### src/rtl/mem_arbiter_if.sv
// Requester and backing-memory signal bundle for mem_arbiter.
// master = requesters plus memory model side, slave = the arbiter.
interface mem_arbiter_if;
  logic        ReqRead0, ReqRead1;
  logic        ReqWrite0, ReqWrite1;
  logic [31:0] ReqAddress0, ReqAddress1;
  logic [31:0] ReqWriteData0, ReqWriteData1;
  logic [31:0] ReqData0, ReqData1;
  logic        ReqValid0, ReqValid1;
  logic        ReqErr0, ReqErr1;
  logic        MemRead, MemWrite;
  logic [31:0] MemAddress, MemWriteData;
  logic [31:0] MemData;
  logic        MemValid;

  modport master (
    output ReqRead0, ReqRead1, ReqWrite0, ReqWrite1,
    output ReqAddress0, ReqAddress1, ReqWriteData0, ReqWriteData1,
    output MemData, MemValid,
    input  ReqData0, ReqData1, ReqValid0, ReqValid1, ReqErr0, ReqErr1,
    input  MemRead, MemWrite, MemAddress, MemWriteData
  );

  modport slave (
    input  ReqRead0, ReqRead1, ReqWrite0, ReqWrite1,
    input  ReqAddress0, ReqAddress1, ReqWriteData0, ReqWriteData1,
    input  MemData, MemValid,
    output ReqData0, ReqData1, ReqValid0, ReqValid1, ReqErr0, ReqErr1,
    output MemRead, MemWrite, MemAddress, MemWriteData
  );
endinterface

### src/rtl/mem_arbiter.sv
// Two-requester round-robin arbiter onto a single backing memory,
// with a per-transaction wait timeout that aborts with an error pulse.
module mem_arbiter #(
  parameter int unsigned TIMEOUT   = 255,
  parameter bit          INIT_PRIO = 1'b0
) (
  input logic          clk,
  input logic          rst,
  mem_arbiter_if.slave bus
);
  typedef enum logic {IDLE, BUSY} state_t;

  // Terminal BUSY cycle is the one whose increment would hit TIMEOUT.
  localparam logic [15:0] TERM = 16'(TIMEOUT - 1);

  state_t      state;
  logic        win, last, op_wr;
  logic [31:0] addr_q, wdata_q;
  logic [15:0] wait_cnt;

  logic pend0, pend1, arb_win, busy, done, abort;

  assign pend0   = bus.ReqRead0 | bus.ReqWrite0;
  assign pend1   = bus.ReqRead1 | bus.ReqWrite1;
  assign arb_win = (pend0 && pend1) ? ~last : pend1;
  assign busy    = (state == BUSY);
  assign done    = busy && bus.MemValid;
  assign abort   = busy && !bus.MemValid && (wait_cnt == TERM);

  always_ff @(posedge clk or posedge rst) begin
    if (rst) begin
      state    <= IDLE;
      win      <= 1'b0;
      last     <= ~INIT_PRIO;
      op_wr    <= 1'b0;
      addr_q   <= '0;
      wdata_q  <= '0;
      wait_cnt <= '0;
    end else begin
      case (state)
        IDLE: if (pend0 || pend1) begin
          state    <= BUSY;
          win      <= arb_win;
          op_wr    <= arb_win ? bus.ReqWrite1 : bus.ReqWrite0;
          addr_q   <= arb_win ? bus.ReqAddress1 : bus.ReqAddress0;
          wdata_q  <= arb_win ? bus.ReqWriteData1 : bus.ReqWriteData0;
          wait_cnt <= '0;
        end
        BUSY: if (done || abort) begin
          state <= IDLE;
          last  <= win;
        end else begin
          wait_cnt <= wait_cnt + 16'd1;
        end
        default: state <= IDLE;
      endcase
    end
  end

  // Strobes derive from the async-reset state, so they drop as soon as rst rises.
  assign bus.MemRead      = busy & ~op_wr;
  assign bus.MemWrite     = busy &  op_wr;
  assign bus.MemAddress   = addr_q;
  assign bus.MemWriteData = wdata_q;

  assign bus.ReqValid0 = done & ~win;
  assign bus.ReqValid1 = done &  win;
  assign bus.ReqErr0   = abort & ~win;
  assign bus.ReqErr1   = abort &  win;
  assign bus.ReqData0  = bus.ReqValid0 ? bus.MemData : 32'h0;
  assign bus.ReqData1  = bus.ReqValid1 ? bus.MemData : 32'h0;
endmodule

### src/flat_wrapper.sv
// flat-port wrapper written by rule: the top's interface ports become plain ports
module mem_arbiter_flat 
#(
  parameter int unsigned TIMEOUT   = 255,
  parameter bit          INIT_PRIO = 1'b0
)
  (clk, rst, bus_ReqRead0, bus_ReqRead1, bus_ReqWrite0, bus_ReqWrite1, bus_ReqAddress0, bus_ReqAddress1, bus_ReqWriteData0, bus_ReqWriteData1, bus_MemData, bus_MemValid, bus_ReqData0, bus_ReqData1, bus_ReqValid0, bus_ReqValid1, bus_ReqErr0, bus_ReqErr1, bus_MemRead, bus_MemWrite, bus_MemAddress, bus_MemWriteData);
  mem_arbiter_if bus_i ();
  input logic clk;
  input logic rst;
  input wire logic [$bits(bus_i.ReqRead0)-1:0] bus_ReqRead0;
  input wire logic [$bits(bus_i.ReqRead1)-1:0] bus_ReqRead1;
  input wire logic [$bits(bus_i.ReqWrite0)-1:0] bus_ReqWrite0;
  input wire logic [$bits(bus_i.ReqWrite1)-1:0] bus_ReqWrite1;
  input wire logic [$bits(bus_i.ReqAddress0)-1:0] bus_ReqAddress0;
  input wire logic [$bits(bus_i.ReqAddress1)-1:0] bus_ReqAddress1;
  input wire logic [$bits(bus_i.ReqWriteData0)-1:0] bus_ReqWriteData0;
  input wire logic [$bits(bus_i.ReqWriteData1)-1:0] bus_ReqWriteData1;
  input wire logic [$bits(bus_i.MemData)-1:0] bus_MemData;
  input wire logic [$bits(bus_i.MemValid)-1:0] bus_MemValid;
  output wire logic [$bits(bus_i.ReqData0)-1:0] bus_ReqData0;
  output wire logic [$bits(bus_i.ReqData1)-1:0] bus_ReqData1;
  output wire logic [$bits(bus_i.ReqValid0)-1:0] bus_ReqValid0;
  output wire logic [$bits(bus_i.ReqValid1)-1:0] bus_ReqValid1;
  output wire logic [$bits(bus_i.ReqErr0)-1:0] bus_ReqErr0;
  output wire logic [$bits(bus_i.ReqErr1)-1:0] bus_ReqErr1;
  output wire logic [$bits(bus_i.MemRead)-1:0] bus_MemRead;
  output wire logic [$bits(bus_i.MemWrite)-1:0] bus_MemWrite;
  output wire logic [$bits(bus_i.MemAddress)-1:0] bus_MemAddress;
  output wire logic [$bits(bus_i.MemWriteData)-1:0] bus_MemWriteData;
  assign bus_i.ReqRead0 = bus_ReqRead0;
  assign bus_i.ReqRead1 = bus_ReqRead1;
  assign bus_i.ReqWrite0 = bus_ReqWrite0;
  assign bus_i.ReqWrite1 = bus_ReqWrite1;
  assign bus_i.ReqAddress0 = bus_ReqAddress0;
  assign bus_i.ReqAddress1 = bus_ReqAddress1;
  assign bus_i.ReqWriteData0 = bus_ReqWriteData0;
  assign bus_i.ReqWriteData1 = bus_ReqWriteData1;
  assign bus_i.MemData = bus_MemData;
  assign bus_i.MemValid = bus_MemValid;
  assign bus_ReqData0 = bus_i.ReqData0;
  assign bus_ReqData1 = bus_i.ReqData1;
  assign bus_ReqValid0 = bus_i.ReqValid0;
  assign bus_ReqValid1 = bus_i.ReqValid1;
  assign bus_ReqErr0 = bus_i.ReqErr0;
  assign bus_ReqErr1 = bus_i.ReqErr1;
  assign bus_MemRead = bus_i.MemRead;
  assign bus_MemWrite = bus_i.MemWrite;
  assign bus_MemAddress = bus_i.MemAddress;
  assign bus_MemWriteData = bus_i.MemWriteData;
  mem_arbiter #(.TIMEOUT(TIMEOUT), .INIT_PRIO(INIT_PRIO)) u_core (.clk(clk), .rst(rst), .bus(bus_i));
endmodule
### config.mk
export PLATFORM = sky130hd
export DESIGN_NAME = mem_arbiter_flat
export DESIGN_NICKNAME = d
export VERILOG_FILES = /design/src/rtl/mem_arbiter_if.sv /design/src/rtl/mem_arbiter.sv /design/src/flat_wrapper.sv
export SDC_FILE = /design/constraint.sdc
export NUM_CORES = 1
export LEC_CHECK = 0
export ABC_AREA = 1
export BUFFER_PORTS_ARGS = -buffer_cell sky130_fd_sc_hd__buf_4
export CAP_MARGIN = 20
export CORE_AREA = 5 5 114 116
export DETAILED_ROUTE_END_ITERATION = 16
export DIE_AREA = 0 0 119 121
export PLACE_DENSITY = 0.88
export SETUP_SLACK_MARGIN = 0.02
export SYNTH_ARGS = -nofsm -noshare
export SYNTH_HDL_FRONTEND = slang
export SYNTH_SLANG_ARGS = --single-unit
### constraint.sdc
create_clock -name clk -period 3.34 [get_ports clk]
set_input_delay 0.668 -clock clk [delete_from_list [all_inputs] [get_ports clk]]
set_output_delay 0.668 -clock clk [all_outputs]
set_load 0.01 [all_outputs]
==> impl_metrics.csv, run 1 <==
group,metric,value,unit
placement,place_congestion,0.878,
run_status,status,"finished clean",
power_and_ir_drop,internal_power,3.21,mW
worst_setup_path,cp-start-kind,"flip-flop",
synth,synth_cells,667,
clocking,cts_made_buffers,9,
synth,avgSynthCellArea,7.03,um2
power_and_ir_drop,p_sw_share,40.3,%
sta,worstMarginPinSlew,681,ps
synth,synth_area_leaders,"dfrtp_1 (44%), nor2_1 (13%), nand2_1 (12%), o21ai_0 (8.5%), o21ai_1 (5.7%)",
routing,routed_wl,16600,um
global_routing,grt_max_degree,69,
sta,fmax,386,MHz
worst_setup_path,cp_cell_sequence,"nand2_2, nor2_1, inv_2, nor2_1, buf_4",
power_and_ir_drop,leakagePower,3.93,nW
sta,setup_viol,0,
sta,post-route-period-util,77.5,%
cells_and_area,antennaDiodeCount,0,
clocking,ctsResizeCount,0,
routing,via_per_inst,4.86,
global_routing,globalRouteOverflowTotal,0,
power_and_ir_drop,seqPwrFrac,32.4,%
global_routing,grt_pass1_vias,5180,
synth,synth_top_area_share,44.3,%
floorplan,ios,301,
floorplan,core_area,0.0118,mm2
routing,first_pass_iters,6,
synth,post_synth_num_cell_types,27,
floorplan,start_util,39.7,%
power_and_ir_drop,finalPower,5.38,mW
cells_and_area,nets,1116,
routing,ant_nets,0,
clocking,root_buffer,"clkbuf_16",
worst_setup_path,critical-path-slowest-cell,"dfrtp_1",
sta,fin_setup_tns,0,ps
floorplan,die_area,0.0144,mm2
synth,yosysSeqAreaShare,44.9,%
sta,slew_headroom,54.6,%
worst_setup_path,crit_arrival,1920,ps
power_and_ir_drop,p_sw,2.17,mW
sta,finalMaxSlewViolations,0,
synth,syn_nets,836,
worst_setup_path,required,2670,ps
clocking,clock_latency,330,ps
power_and_ir_drop,power_frac_clock,18.3,%
power_and_ir_drop,p_comb_share,49.4,%
cells_and_area,finalInstanceArea,0.00729,mm2
sta,fin_skew,10.9,ps
floorplan,dieHeight,121,um
placement,dpl_cell_area,0.00697,mm2
clocking,clkTransAtPathRegs,60,ps
floorplan,num_rows,40,
sta,rsz0062_at_grt,"no",
worst_setup_path,worst_setup_path_end_kind,"primary output",
power_and_ir_drop,powerDensity,738,mW/mm2
routing,dr.first_iter.drc_count,303,
clocking,hold_buffers,0,
placement,io_buffers,300,
synth,ys_ff_latch,84,
power_and_ir_drop,ir_drop,442,uV
synth,yosysWarnings,0,
cells_and_area,syn_to_final_growth,55.5,%
global_routing,grt_usage,22.2,%
global_routing,grt_pass1_wl,26100,um
clocking,clockBufferDepth,2,
sta,finalHoldViolCount,0,
cells_and_area,drive_above_1_share,35.9,%
worst_setup_path,cpMostUsedCell,"nor2_1",
clocking,h-tree-depth,3,
sta,layout_min_cycle_time,2590,ps
cells_and_area,fin_util,61.7,%
job,cap_violations,0,
clocking,cts_sinks,84,
worst_setup_path,path_class,"flip-flop to primary output",
routing,drc,0,
worst_setup_path,worstPathMaxFanout,32,
routing,num_vias,5341,
synth,synth_area,0.00469,mm2
cells_and_area,final_common_cell,"buf_4",
clocking,cts_tree,"done",
placement,dp_hpwl,12500,um
routing,wl_per_cell,15.1,um
worst_hold_path,hold_path_class,"primary input to async pin",
floorplan,die_x,119,um
clocking,cts_setup_buffers,0,
worst_setup_path,cpPeakStageDelay,560,ps
global_routing,antenna_found_initial,0,
synth,yosys.area.top_type,"dfrtp_1",
cells_and_area,final_cell_mix,"buf_4 (303), nor2_1 (158), nand2_1 (144), dfrtp_1 (83), o21ai_0 (80)",
[synthesized netlist by cell type]
master / count
inv_4: 1
dfrtp_1: 83
nor2_1: 158
buf_4: 4
xnor2_1: 3
buf_2: 23
inv_1: 58
nor3_1: 1
inv_2: 6
nand3_4: 2
nor2_2: 2
o21ai_0: 80
nor3b_1: 1
dfstp_2: 1
o21ai_1: 53
buf_8: 1
nand3_1: 14
nand2_1: 144
o21bai_1: 1
xor2_1: 1
nor2_4: 4
a21oi_1: 2
nand2_2: 5
clkbuf_1: 7
ha_1: 2
nand4_1: 9
buf_6: 1
[metrics by stage]
| stage | setup slack [ps] | hold WS [ps] | cells |
|---|---|---|---|
| global route | 578 | 459 | 1098 |
| CTS | 728 | 415 | 1097 |
| floorplan | 509 | 471 | 667 |
| finish | 752 | 404 | 1098 |
| detailed placement | 854 | 479 | 1082 |
| global placement | 889 | 469 | 1082 |
[cell type report]
type | count | area [um2]
inverters | 65 | 248
multi-input cells | 482 | 2140
clock inverters | 5 | 63.8
well taps | 147 | 184
fillers | 1015 | 4520
repair buffers | 305 | 2310
clock buffers | 10 | 229
flip-flops and latches | 84 | 2100
[worst paths after layout]
path                                     startpoint                          end  slack (ps)  cells after the start
max                                     u_core.busy              bus_ReqData0[4]         750                      5
min                                             rst          u_core.wait_cnt[11]         400                      2
max reg2reg                             u_core.last  u_core.bus.MemWriteData[24]        1560                      7
min reg2reg                u_core.bus.MemAddress[3]     u_core.bus.MemAddress[3]         490                      2
max in group asynchronous                       rst    u_core.bus.MemAddress[11]        2270                      3
min in group clk           u_core.bus.MemAddress[3]     u_core.bus.MemAddress[3]         490                      2
[critical path: cells and delay by family (launching register included)]
| kind | cells | cell delay, ps |
|---|---|---|
| and+or+nand+nor | 3 | 620 |
| DFF | 1 | 560 |
| buffers and inverters | 2 | 390 |
[power by group through the flow]
| stage | Clock [mW] | Sequential, mW | Combinational, mW |
|---|---|---|---|
| after global placement | 0 | 1.74 | 2.61 |
| after CTS | 1.01 | 1.74 | 2.67 |
| after detailed placement | 0 | 1.74 | 2.67 |
| final | 0.984 | 1.74 | 2.65 |
| after floorplan | 0 | 1.88 | 1.26 |
| after global routing | 1.05 | 1.80 | 2.94 |
[state kept, by name, summed over array words and instances, names as in the netlist]
register / flops
u_core.last: 1
u_core.wait_cnt: 16
u_core.bus.MemWriteData: 32
u_core.busy: 1
u_core.win: 1
u_core.op_wr: 1
u_core.bus.MemAddress: 32
[layer usage]
metal  GRT usage (%)  vias up  part of all wire, %  routed length [um]
met1            27.1     2430                   38                6350
met5               0        -                    0                   0
li1                -     2647                    -                   -
met3            7.32       33                  8.6                1430
met4            7.31        0                  2.5                 410
met2            37.0      231                   51                8370
[kinds of logic (layout without fill, tap and decap cells)]
kind of cell | count (synthesis) | in the layout | share of synthesized area [%]
and+or+nand+nor | 340 | 340 | 29.8
DFF | 84 | 84 | 44.9
xor gates and xnor gates | 4 | 4 | 0.748
adders and majority gates | 2 | 2 | 0.534
buffers and inverters | 101 | 385 | 9.48
AOI/OAI and AO/OA | 136 | 136 | 14.6
(Power assumes the default switching activity.)
==> run 2: changes to the inputs <==
--- a/config.mk
+++ b/config.mk
@@ -5,13 +5,14 @@
 export SDC_FILE = /design/constraint.sdc
 export NUM_CORES = 1
 export LEC_CHECK = 0
-export ABC_AREA = 1
+export ABC_AREA = 0
 export BUFFER_PORTS_ARGS = -buffer_cell sky130_fd_sc_hd__buf_4
 export CAP_MARGIN = 20
-export CORE_AREA = 5 5 114 116
+export CORE_ASPECT_RATIO = 2
+export CORE_MARGIN = 5
+export CORE_UTILIZATION = 38
 export DETAILED_ROUTE_END_ITERATION = 16
-export DIE_AREA = 0 0 119 121
-export PLACE_DENSITY = 0.88
+export PLACE_DENSITY = 0.89
 export SETUP_SLACK_MARGIN = 0.02
 export SYNTH_ARGS = -nofsm -noshare
 export SYNTH_HDL_FRONTEND = slang
==> constraint.sdc (replaced) <==
create_clock -name clk -period 2.35 [get_ports clk]
set_input_delay 0.47 -clock clk [delete_from_list [all_inputs] [get_ports clk]]
set_output_delay 0.47 -clock clk [all_outputs]
set_load 0.01 [all_outputs]
==> run 2 against run 1 <==
  * The run now ends with negative setup slack left
  * Clock power is 49% higher
  * Global-route usage is 1.1 points lower
  * Sequential cell count stayed put
  * Synthesized cell count shrank 28%
  * Design area up 1.7%
  * Power is 43% higher
  * First-iteration DRC count decreased by 63%
  * Critical path depth is 1 lower
  * Cell count shrank 15%
  * Largest power group unchanged
==> impl_metrics.csv, run 2 <==
group,metric,value,unit
worst_setup_path,r2r_cells,7,
cells_and_area,syn_to_final_growth,65.2,%
clocking,h-tree-depth,3,
sta,post-route-period-util,108,%
routing,via_per_inst,4.97,
sta,rsz0062_at_grt,"yes",
routing,maxUsedRoutingLayer,"met4",
worst_setup_path,reg2reg_slack,0,ps
routing,drc,0,
power_and_ir_drop,ir_drop,755,uV
routing,routed_wl,15500,um
floorplan,start_util,38.6,%
floorplan,die_x,86.8,um
power_and_ir_drop,leakagePower,3.85,nW
sta,slew_headroom,42.0,%
routing,wl_per_cell,16.5,um
cells_and_area,final_cell_mix,"buf_4 (322), dfrtp_1 (83), nand2_1 (79), o21ai_0 (77), and2_1 (65)",
clocking,clock_latency,320,ps
cells_and_area,fin_cells,938,
clocking,clockBufferDepth,2,
global_routing,globalRouteOverflowTotal,0,
clocking,cts_made_buffers,9,
synth,yosysWarnings,0,
cells_and_area,drive_above_1_share,45.0,%
floorplan,num_rows,56,
sta,finalMaxSlewViolations,0,
worst_setup_path,cpMostUsedCell,"or4_4",
worst_setup_path,required,1880,ps
worst_setup_path,startpoint,"u_core.wait_cnt[10]",
placement,dp_hpwl,12500,um
worst_setup_path,cpPeakStageDelay,560,ps
routing,first_pass_iters,4,
worst_setup_path,worstReg2RegStart,"u_core.wait_cnt[10]",
floorplan,ios,301,
worst_setup_path,cp_cell_sequence,"or4_4, or4_4, nor3_2, buf_4",
global_routing,grt_pass1_vias,4745,
synth,synth_top_area_share,46.3,%
worst_setup_path,critical-path-slowest-cell,"or4_4",
cells_and_area,fin_util,63.7,%
cells_and_area,final_common_cell,"buf_4",
synth,synthArstFlopShare,100,%
synth,avgSynthCellArea,9.34,um2
routing,met1_length,4780,um
synth,synth.most_common_cell,"dfrtp_1",
sta,fin_skew,6.78,ps
sta,worstMarginPinSlew,866,ps
synth,synthTopCellsByCount,"dfrtp_1 (83), o21ai_0 (81), nand2_1 (80)",
worst_setup_path,cp-start-kind,"flip-flop",
synth,synth_edf_count,0,
clocking,cts_sinks,84,
synth,synth_cells,480,
worst_setup_path,cp_num_buf_inv,1,
run_status,violations,"negative setup slack",
global_routing,grt_pass1_wl,23400,um
clocking,hold_buffers,0,
placement,io_buffers,300,
worst_setup_path,crit_arrival,2070,ps
sta,setup_viol,2,
power_and_ir_drop,powerDensity,1040,mW/mm2
job,cap_violations,0,
global_routing,grt_usage,21.1,%
synth,ys.flop_type,"dfrtp_1",
global_routing,antenna_found_initial,0,
sta,fmax,394,MHz
synth,ys_ff_latch,84,
routing,ant_nets,0,
routing,wl_met3,1580,um
placement,place_congestion,0.879,
floorplan,dieHeight,164,um
worst_setup_path,worst_setup_path_end_kind,"primary output",
synth,syn_nets,649,
synth,yosys.area.top_type,"dfrtp_1",
sta,finalHoldViolCount,0,
worst_setup_path,worstPathMaxFanout,2,
run_status,status,"finished with violations",
cells_and_area,antennaDiodeCount,0,
floorplan,die_area,0.0142,mm2
routing,wl_met2,8490,um
clocking,clkTransAtPathRegs,60,ps
sta,layout_min_cycle_time,2540,ps
cells_and_area,nets,958,
worst_setup_path,path_class,"flip-flop to primary output",
floorplan,core_area,0.0116,mm2
clocking,cts_tree,"done",
synth,post_synth_num_cell_types,38,
global_routing,grt_max_degree,136,
sta,setup_slack,-189,ps
clocking,root_buffer,"clkbuf_16",
routing,dr.first_iter.drc_count,111,
synth,synth_area,0.00449,mm2
synth,yosysSeqAreaShare,46.9,%
worst_setup_path,cp.depth,4,
synth,synth_area_leaders,"dfrtp_1 (46%), mux2i_1 (14%), and2_1 (9.1%), o21ai_0 (9.0%), nand2_1 (6.7%)",
worst_hold_path,hold_path_class,"primary input to async pin",
placement,dp.cells,916,
routing,num_vias,4661,
worst_setup_path,cpLargestDelayFamily,"simple AND/OR/NAND/NOR gates",
-- run 2: cell types whose count changed after synthesis, sizes merged, moves of 5 or more --
cell	delta
o21ai	-48
nand3	-7
nor2	-160
nand2	-69
and2	+65
buf	-20
and3	+5
nor3	+9
nand4	-6
clkbuf	+14
inv	-57
mux2i	+64
-- run 2: area by class of cell --
| type | count | area, um2 |
|---|---|---|
| Clock inverter | 4 | 75.1 |
| Timing Repair Buffer | 328 | 2510 |
| Sequential cell | 84 | 2100 |
| Fill cell | 946 | 4220 |
| Tap cell | 145 | 181 |
| Clock buffer | 11 | 233 |
| Multi-Input combinational cell | 358 | 2270 |
| Inverter | 8 | 33.8 |
-- run 2: layer usage --
layer | global-route usage (%) | vias up
li1 | - | 2256
met1 | 20.0 | 2120
met2 | 40.1 | 248
met3 | 5.05 | 37
met4 | 11.2 | 0
met5 | 0 | -
-- run 2: kinds of logic after synthesis --
logic type	count (synthesis)	share of synthesized area [%]
AOI/OAI and AO/OA	99	12.1
and+or+nand+nor	190	22.1
adders and majority gates	2	0.558
DFF	84	46.9
buffers and inverters	38	3.40
muxes	65	14.5
xor gates and xnor gates	2	0.391
-- run 2: metrics by stage --
| step | setup TNS, ps | total power [mW] | setup WS [ps] | hold WS, ps | cell area, um2 |
|---|---|---|---|---|---|
| 2_1_floorplan | 0 | 4.27 | 79.1 | 464 | 4490 |
| 3_3_place_gp | 0 | 6.11 | 71.0 | 462 | 7020 |
| 3_5_place_dp | 0 | 6.22 | 27.1 | 471 | 7020 |
| 4_1_cts | -397 | 7.77 | -233 | 279 | 7380 |
| 5_1_grt | -514 | 8.26 | -229 | 296 | 7410 |
| 6_report | -302 | 7.71 | -189 | 271 | 7410 |
-- run 2: path summary, 6_finish.rpt --
check | to
worst max-delay path | bus_ReqErr0
worst min-delay path | u_core.bus.MemAddress[12]
worst max register to register | u_core.wait_cnt[6]
worst min register to register | u_core.bus.MemWriteData[23]
max in group asynchronous | u_core.bus.MemWriteData[21]
min in group clk | u_core.bus.MemAddress[6]
-- run 2: power breakdown --
group	total (mW)	switching (mW)	internal (mW)	leakage, nW
Clock	1.47	0.546	0.926	0.142
Combinational	3.79	1.90	1.89	2.65
Sequential	2.45	0.389	2.06	1.05
-- run 2: tightest hold or removal path, cell delays in order --
cell and delay (ps):
buf_4 120, clkinvlp_4 70, buf_12 370
-- run 2: repair_timing --
item                                    in CTS  in global routing
setup buffers                                4                  3
pin swaps                                    4                  3
endpoints found under the setup margin       7                 16
resized for setup                            8                  5
